### src/rtl/hazard_pkg.sv
`default_nettype none
// ============================================================================
//  Module      : hazard_pkg
//  Description : Shared types and helpers for the hazard scoreboard: the
//                tracker entry layout, the register-index width and a
//                saturating-increment helper for the performance counters.
//  Revision    : 1.0 - initial release
// ============================================================================
package hazard_pkg;

  // Architectural register count the entry layout is built for; the top
  // level checks its NUM_REGS parameter against this at elaboration.
  localparam int PKG_NUM_REGS = 8;
  localparam int REG_W        = $clog2(PKG_NUM_REGS);

  // Widest counter the saturating helper can serve.
  localparam int SAT_MAX_W = 32;

  // One in-flight instruction downstream of decode.
  typedef struct packed {
    logic             v;   // slot holds a real register-writing instruction
    logic [REG_W-1:0] rd;  // destination register
    logic             ld;  // producer is a memory load
  } sb_entry_t;

  // Increment the low 'width' bits of cnt, holding at all-ones instead of
  // wrapping. Bits above 'width' are returned as zero.
  function automatic logic [SAT_MAX_W-1:0] sat_inc(
    input logic [SAT_MAX_W-1:0] cnt,
    input int unsigned          width
  );
    logic [SAT_MAX_W-1:0] mask;
    mask = {SAT_MAX_W{1'b1}} >> (SAT_MAX_W - width);
    if ((cnt & mask) == mask) begin
      sat_inc = cnt & mask;
    end else begin
      sat_inc = (cnt + 1'b1) & mask;
    end
  endfunction

endpackage : hazard_pkg
`default_nettype wire

### src/rtl/hazard_scoreboard_sat_counter.sv
`default_nettype none
// ============================================================================
//  Module      : sat_counter
//  Description : Event counter that adds one on every enabled cycle and
//                sticks at all-ones rather than wrapping back to zero.
//  Revision    : 1.0 - initial release
// ============================================================================
module sat_counter
  import hazard_pkg::*;
#(
  parameter int CNT_W = 16
) (
  input  logic             clk,
  input  logic             rst,
  input  logic             en,
  output logic [CNT_W-1:0] count
);

  logic [CNT_W-1:0] count_q;
  logic [CNT_W-1:0] count_d;

  // The helper works on a fixed wide vector; only the low CNT_W bits matter.
  if (CNT_W < 1 || CNT_W > SAT_MAX_W) begin : g_bad_cnt_w
    $error("sat_counter: CNT_W must be in 1..%0d", SAT_MAX_W);
  end

  // Next count: saturating increment when enabled, hold otherwise.
  always_comb begin
    count_d = count_q;
    if (en) begin
      count_d = CNT_W'(sat_inc(SAT_MAX_W'(count_q), CNT_W));
    end
  end

  // Count register, cleared immediately by the asynchronous reset.
  always_ff @(posedge clk or posedge rst) begin
    if (rst) begin
      count_q <= '0;
    end else begin
      count_q <= count_d;
    end
  end

  assign count = count_q;

endmodule : sat_counter
`default_nettype wire

### src/rtl/hazard_scoreboard.sv
`default_nettype none
// ============================================================================
//  Module      : hazard_scoreboard
//  Description : Pipeline hazard unit. Keeps the destination registers of the
//                instructions downstream of decode in a shift-register
//                tracker, compares the decoding instruction's sources against
//                it and raises stall / flush controls for the IF_ID and ID_EX
//                pipeline registers. Stall and flush cycles are counted in
//                saturating performance counters.
//  Revision    : 1.0 - initial release
// ============================================================================
module hazard_scoreboard
  import hazard_pkg::*;
#(
  parameter int NUM_REGS  = 8,
  parameter int STAGES    = 3,
  parameter int BR_STAGE  = 1,
  parameter int FWD_EN    = 0,
  parameter int WB_BYPASS = 1,
  parameter int CNT_W     = 16
) (
  input  logic             clk,
  input  logic             rst,
  input  logic             id_valid,
  input  logic             id_rs_valid,
  input  logic [REG_W-1:0] id_rs,
  input  logic             id_rt_valid,
  input  logic [REG_W-1:0] id_rt,
  input  logic             id_rd_valid,
  input  logic [REG_W-1:0] id_rd,
  input  logic             id_is_load,
  input  logic             br_taken,
  output logic             stall,
  output logic             flush_if_id,
  output logic             flush_id_ex,
  output logic [CNT_W-1:0] stall_cnt,
  output logic [CNT_W-1:0] flush_cnt
);

  // Number of tracker slots that take part in matching. With a write-before-
  // read register file the oldest slot's value is already visible to decode.
  localparam int WIN_LEN = (WB_BYPASS != 0) ? (STAGES - 1) : STAGES;

  // --------------------------------------------------------------------------
  // Configuration sanity
  // --------------------------------------------------------------------------
  if ($clog2(NUM_REGS) != REG_W) begin : g_bad_num_regs
    $error("hazard_scoreboard: NUM_REGS=%0d does not match the entry layout (REG_W=%0d)",
           NUM_REGS, REG_W);
  end

  if (STAGES < 1) begin : g_bad_stages
    $error("hazard_scoreboard: STAGES must be at least 1");
  end

  if (BR_STAGE < 0 || BR_STAGE >= STAGES) begin : g_bad_br_stage
    $error("hazard_scoreboard: BR_STAGE must index a tracker slot (0..STAGES-1)");
  end

  // --------------------------------------------------------------------------
  // Tracker state
  // --------------------------------------------------------------------------
  sb_entry_t entry_q [STAGES];
  sb_entry_t entry_d [STAGES];

  logic [STAGES-1:0] src_hit;
  logic              window_hit;
  logic              load_use_hit;
  logic              hazard;

  // Per-slot source match of the decoding instruction. Only tracker entries
  // are compared, so an instruction never waits on its own destination.
  always_comb begin
    src_hit = '0;
    for (int i = 0; i < STAGES; i++) begin
      src_hit[i] = entry_q[i].v &
                   ((id_rs_valid & (id_rs == entry_q[i].rd)) |
                    (id_rt_valid & (id_rt == entry_q[i].rd)));
    end
  end

  // Reduce the matches to a single hazard according to the forwarding mode.
  always_comb begin
    window_hit = 1'b0;
    for (int i = 0; i < STAGES; i++) begin
      if (i < WIN_LEN) begin
        window_hit = window_hit | src_hit[i];
      end
    end
    // With forwarding only a load still in EX cannot supply its result.
    load_use_hit = src_hit[0] & entry_q[0].ld;
    hazard       = (FWD_EN != 0) ? load_use_hit : window_hit;
  end

  // Control outputs; a taken branch squashes the decoding instruction, so
  // the flush wins over any stall it would otherwise have caused.
  always_comb begin
    stall       = id_valid & hazard & ~br_taken;
    flush_if_id = br_taken;
    flush_id_ex = br_taken;
  end

  // Tracker next state: shift one slot per cycle, insert the decoding
  // instruction at slot 0 only when it really advances into EX, and kill the
  // slots younger than the resolving branch as they move along.
  always_comb begin
    entry_d[0].v  = id_valid & id_rd_valid & ~stall & ~br_taken;
    entry_d[0].rd = id_rd;
    entry_d[0].ld = id_is_load;
    for (int i = 1; i < STAGES; i++) begin
      entry_d[i] = entry_q[i-1];
      if (br_taken && ((i - 1) < BR_STAGE)) begin
        entry_d[i].v = 1'b0;
      end
    end
  end

  // Tracker registers; reset empties every slot at once.
  always_ff @(posedge clk or posedge rst) begin
    if (rst) begin
      for (int i = 0; i < STAGES; i++) begin
        entry_q[i] <= '0;
      end
    end else begin
      for (int i = 0; i < STAGES; i++) begin
        entry_q[i] <= entry_d[i];
      end
    end
  end

  // --------------------------------------------------------------------------
  // Performance counters
  // --------------------------------------------------------------------------
  sat_counter #(
    .CNT_W (CNT_W)
  ) u_stall_cnt (
    .clk   (clk),
    .rst   (rst),
    .en    (stall),
    .count (stall_cnt)
  );

  sat_counter #(
    .CNT_W (CNT_W)
  ) u_flush_cnt (
    .clk   (clk),
    .rst   (rst),
    .en    (br_taken),
    .count (flush_cnt)
  );

endmodule : hazard_scoreboard
`default_nettype wire

### config.mk
export PLATFORM = sky130hd
export DESIGN_NAME = hazard_scoreboard
export DESIGN_NICKNAME = d
export VERILOG_FILES = /design/src/rtl/hazard_pkg.sv /design/src/rtl/hazard_scoreboard_sat_counter.sv /design/src/rtl/hazard_scoreboard.sv
export SDC_FILE = /design/constraint.sdc
export NUM_CORES = 1
export LEC_CHECK = 0
export ABC_AREA = 1
export CAP_MARGIN = 15
export CORE_MARGIN = 2
export CORE_UTILIZATION = 35
export DETAILED_ROUTE_END_ITERATION = 10
export SLEW_MARGIN = 20
export SYNTH_ARGS = -nofsm -noshare
export SYNTH_HDL_FRONTEND = slang
export SYNTH_SLANG_ARGS = --single-unit
export TNS_END_PERCENT = 20
### constraint.sdc
create_clock -name clk -period 2.6 [get_ports clk]
set_input_delay 0.26 -clock clk [delete_from_list [all_inputs] [get_ports clk]]
set_output_delay 0.26 -clock clk [all_outputs]
set_load 0.02 [all_outputs]
==> flow_metrics.env <==
export IMPL_outcome="complete, no violations"
export IMPL_synth_most_common_cell="nand2_1"
export IMPL_period_needed_ns=2.30
export IMPL_die_y_um=89.4
export IMPL_post_cts_buffers=0
export IMPL_yosysWarnings=0
export IMPL_slowest_delay_ns=0.61
export IMPL_critical_path_startpoint_type="input port"
export IMPL_cp_arrival_ns=2.04
export IMPL_start_util=0.357
export IMPL_cts_root_buffer="clkbuf_8"
export IMPL_track_usage=0.154
export IMPL_crit_top_cell="nand2_1"
export IMPL_place_inst=497
export IMPL_setup_ws_ns=0.299
export IMPL_synth_area_leaders="dfrtp_1 (39%), nand2_1 (20%), inv_1 (5.0%)"
export IMPL_synth_cell_types=31
export IMPL_p_leak_nw=1.51
export IMPL_place_congestion=0.807
export IMPL_portBuffers=50
export IMPL_synth_edff_count=0
export IMPL_cts_sinks=40
export IMPL_synthXorXnorAreaFrac=0.0687
export IMPL_die_w_um=89.4
export IMPL_ys_seq_area_frac=0.392
export IMPL_ys_top_cells_by_count="nand2_1 (137), dfrtp_1 (40), inv_1 (34), nor2_1 (33), nand4_1 (20)"
export IMPL_wl_per_cell_um=11.4
export IMPL_ir_worst_vdd_uv=291
export IMPL_post_place_ws_ns=0.283
export IMPL_vias_per_cell=4.66
export IMPL_synth_top_family_by_area="simple AND/OR/NAND/NOR gates"
export IMPL_dr_pass1_iters=4
export IMPL_antenna_found_initial=0
export IMPL_async_flop_share=1.00
export IMPL_setup_violations=0
export IMPL_finalPower_mw=1.73
export IMPL_max_freq_mhz=435
export IMPL_totalNegativeSetupSlack_ns=0
export IMPL_drive_gt1_frac=0.0911
export IMPL_drt_iter0_markers=122
export IMPL_grt_pass1_vias=2153
export IMPL_htree_levels=2
export IMPL_core_um2=7140
export IMPL_fillers=737
export IMPL_die_area_um2=7990
export IMPL_routed_wl_um=5730
export IMPL_crit_path_cell_trace="clkdlybuf4s50_1 > inv_1 > nand2_1 > nand2_1 > nor2_1 > nand2_1 > nand2_1 > nand2_1 > nand2_1 > nand2_1 > nor2_1 > clkdlybuf4s50_1"
export IMPL_synthAdderAreaFrac=0.00981
export IMPL_power_density_nw_per_um2=535
export IMPL_path_clk_slew_ns=0.08
export IMPL_fin_hold_ws_ns=0.399
export IMPL_overflow=0
export IMPL_syn_inst=354
export IMPL_hold_buffers=0
export IMPL_dp_hpwl_um=4220
export IMPL_avgSynthCellArea_um2=7.21
export IMPL_grt_start_max_net_pins=41
export IMPL_synth_compound_area_frac=0.0329
export IMPL_ant_nets=0
export IMPL_cts_tree="yes"
export IMPL_path_max_fanout=3
export IMPL_cp_required_ns=2.34
export IMPL_critPathBufInv=3
export IMPL_ctsResizeCount=0
export IMPL_grt_pass1_wl_um=9720
export IMPL_rsz0062_at_grt="false"
export IMPL_end_kind="output pin"
export IMPL_finalHoldViolations=0
export IMPL_slew_headroom=0.651
export IMPL_cpLargestDelayFamily="buffers and inverters"
export IMPL_hold_class="in2async"
export IMPL_synthFlopType="dfrtp_1"
export IMPL_finClkSkew_ns=0.00816
export IMPL_cap_violations=0
export IMPL_worstMarginPinSlew_ns=0.524
export IMPL_synth_simple_gate_area_frac=0.406
export IMPL_synth_seq_cells=40
export IMPL_slowest_stage="clkdlybuf4s50_1"
export IMPL_syn_area_um2=2550
export IMPL_io_pins=52
export IMPL_yosysTopAreaCell="dfrtp_1"
export IMPL_drcViolationCount=0
export IMPL_num_rows=31
export IMPL_slew_violations=0
export IMPL_crit_type="in2out"
export IMPL_synth_top_cell_area_share=0.392
export IMPL_numCtsBuffers=5
export IMPL_period_share=0.885
export IMPL_synthMuxAreaShare=0
export IMPL_syn_nets=373
export IMPL_layout_nets=424
export IMPL_cts_buffer_depth=2
export IMPL_areaGrowthSynthToFinish_pct=26.9
export IMPL_antenna_cells=0
export IMPL_final_cell_count_no_fill=505
export IMPL_worst_skew_pair_late_latency_ns=0.29
export IMPL_num_vias=2354
[metal layers]
metal / GRT usage / wire (µm) / vias up
met5: 0 / 0 / -
met1: 0.206 / 2830 / 1072
met2: 0.257 / 2610 / 61
met3: 0.0277 / 235 / 7
li1: - / - / 1214
met4: 0.0366 / 53 / 0
[layout make-up]
| cell class | instances | area (µm²) | share of cell area |
|---|---|---|---|
| Clock inverter | 2 | 35.0 | 0.0108 |
| Tap cell | 99 | 124 | 0.0383 |
| Clock buffer | 6 | 72.6 | 0.0224 |
| Multi-Input combinational cell | 263 | 1320 | 0.407 |
| Inverter | 41 | 156 | 0.0483 |
| Sequential cell | 40 | 1000 | 0.309 |
| Timing Repair Buffer | 54 | 531 | 0.164 |
[state kept, by name, summed over array words and instances, names as in the netlist]
register / flops
entry_q: 1
entry_d: 7
u_flush_cnt.count: 16
u_stall_cnt.count: 16
[kinds of logic after synthesis]
logic type	Yosys count
and+or+nand+nor	228
AOI/OAI and AO/OA	13
DFF	40
xor gates and xnor gates	20
adders and majority gates	2
buffers and inverters	51
[report_power, final]
| part | leakage (nW) | internal (mW) | switching [mW] |
|---|---|---|---|
| clock | 0.0552 | 0.285 | 0.218 |
| combinational | 0.928 | 0.206 | 0.253 |
| sequential | 0.531 | 0.685 | 0.0858 |
| total | 1.51 | 1.18 | 0.556 |
[through the flow]
step / instance area, µm² / utilization
after CTS: 3240 / 0.454
after global routing: 3240 / 0.454
after detailed placement: 3130 / 0.439
after floorplan: 2550 / -
final: 3240 / 0.454
after global placement: 3130 / 0.439
[worst register-to-register path: cells and delay by family (launching register included)]
| family | cells | cell delay (ns) |
|---|---|---|
| AND/OR/NAND/NOR | 4 | 0.76 |
| adder cells (fa/ha/maj) | 1 | 0.28 |
| buffers and inverters | 2 | 0.23 |
| AO/OA/AOI/OAI | 1 | 0.05 |
| flip-flops | 1 | 0.44 |
[cell usage in the layout (no fill, tap or decap), types with 7 or more instances in the layout]
cell type	n
xor2_1	12
nand3_1	15
inv_1	34
nand4_1	20
clkdlybuf4s50_1	50
nand2_1	137
nor2_1	33
xnor2_1	8
o21ai_0	7
dfrtp_1	40
[worst paths after layout]
kind	startpoint	cells past startpoint	endpoint	slack, ns
min reg2reg	entry_d[8]$_DFF_PP0_	0	entry_d[3]$_DFF_PP0_	0.43
min in group clk	id_rd[2]	1	entry_d[8]$_DFF_PP0_	0.41
max in group asynchronous	rst	3	entry_d[6]$_DFF_PP0_	1.83
min	rst	3	u_flush_cnt.count[0]$_DFFE_PP0P_	0.40
max reg2reg	u_flush_cnt.count[0]$_DFFE_PP0P_	8	u_flush_cnt.count[10]$_DFFE_PP0P_	0.74
max	id_rs[0]	12	stall	0.30
(Power assumes the default switching activity.)
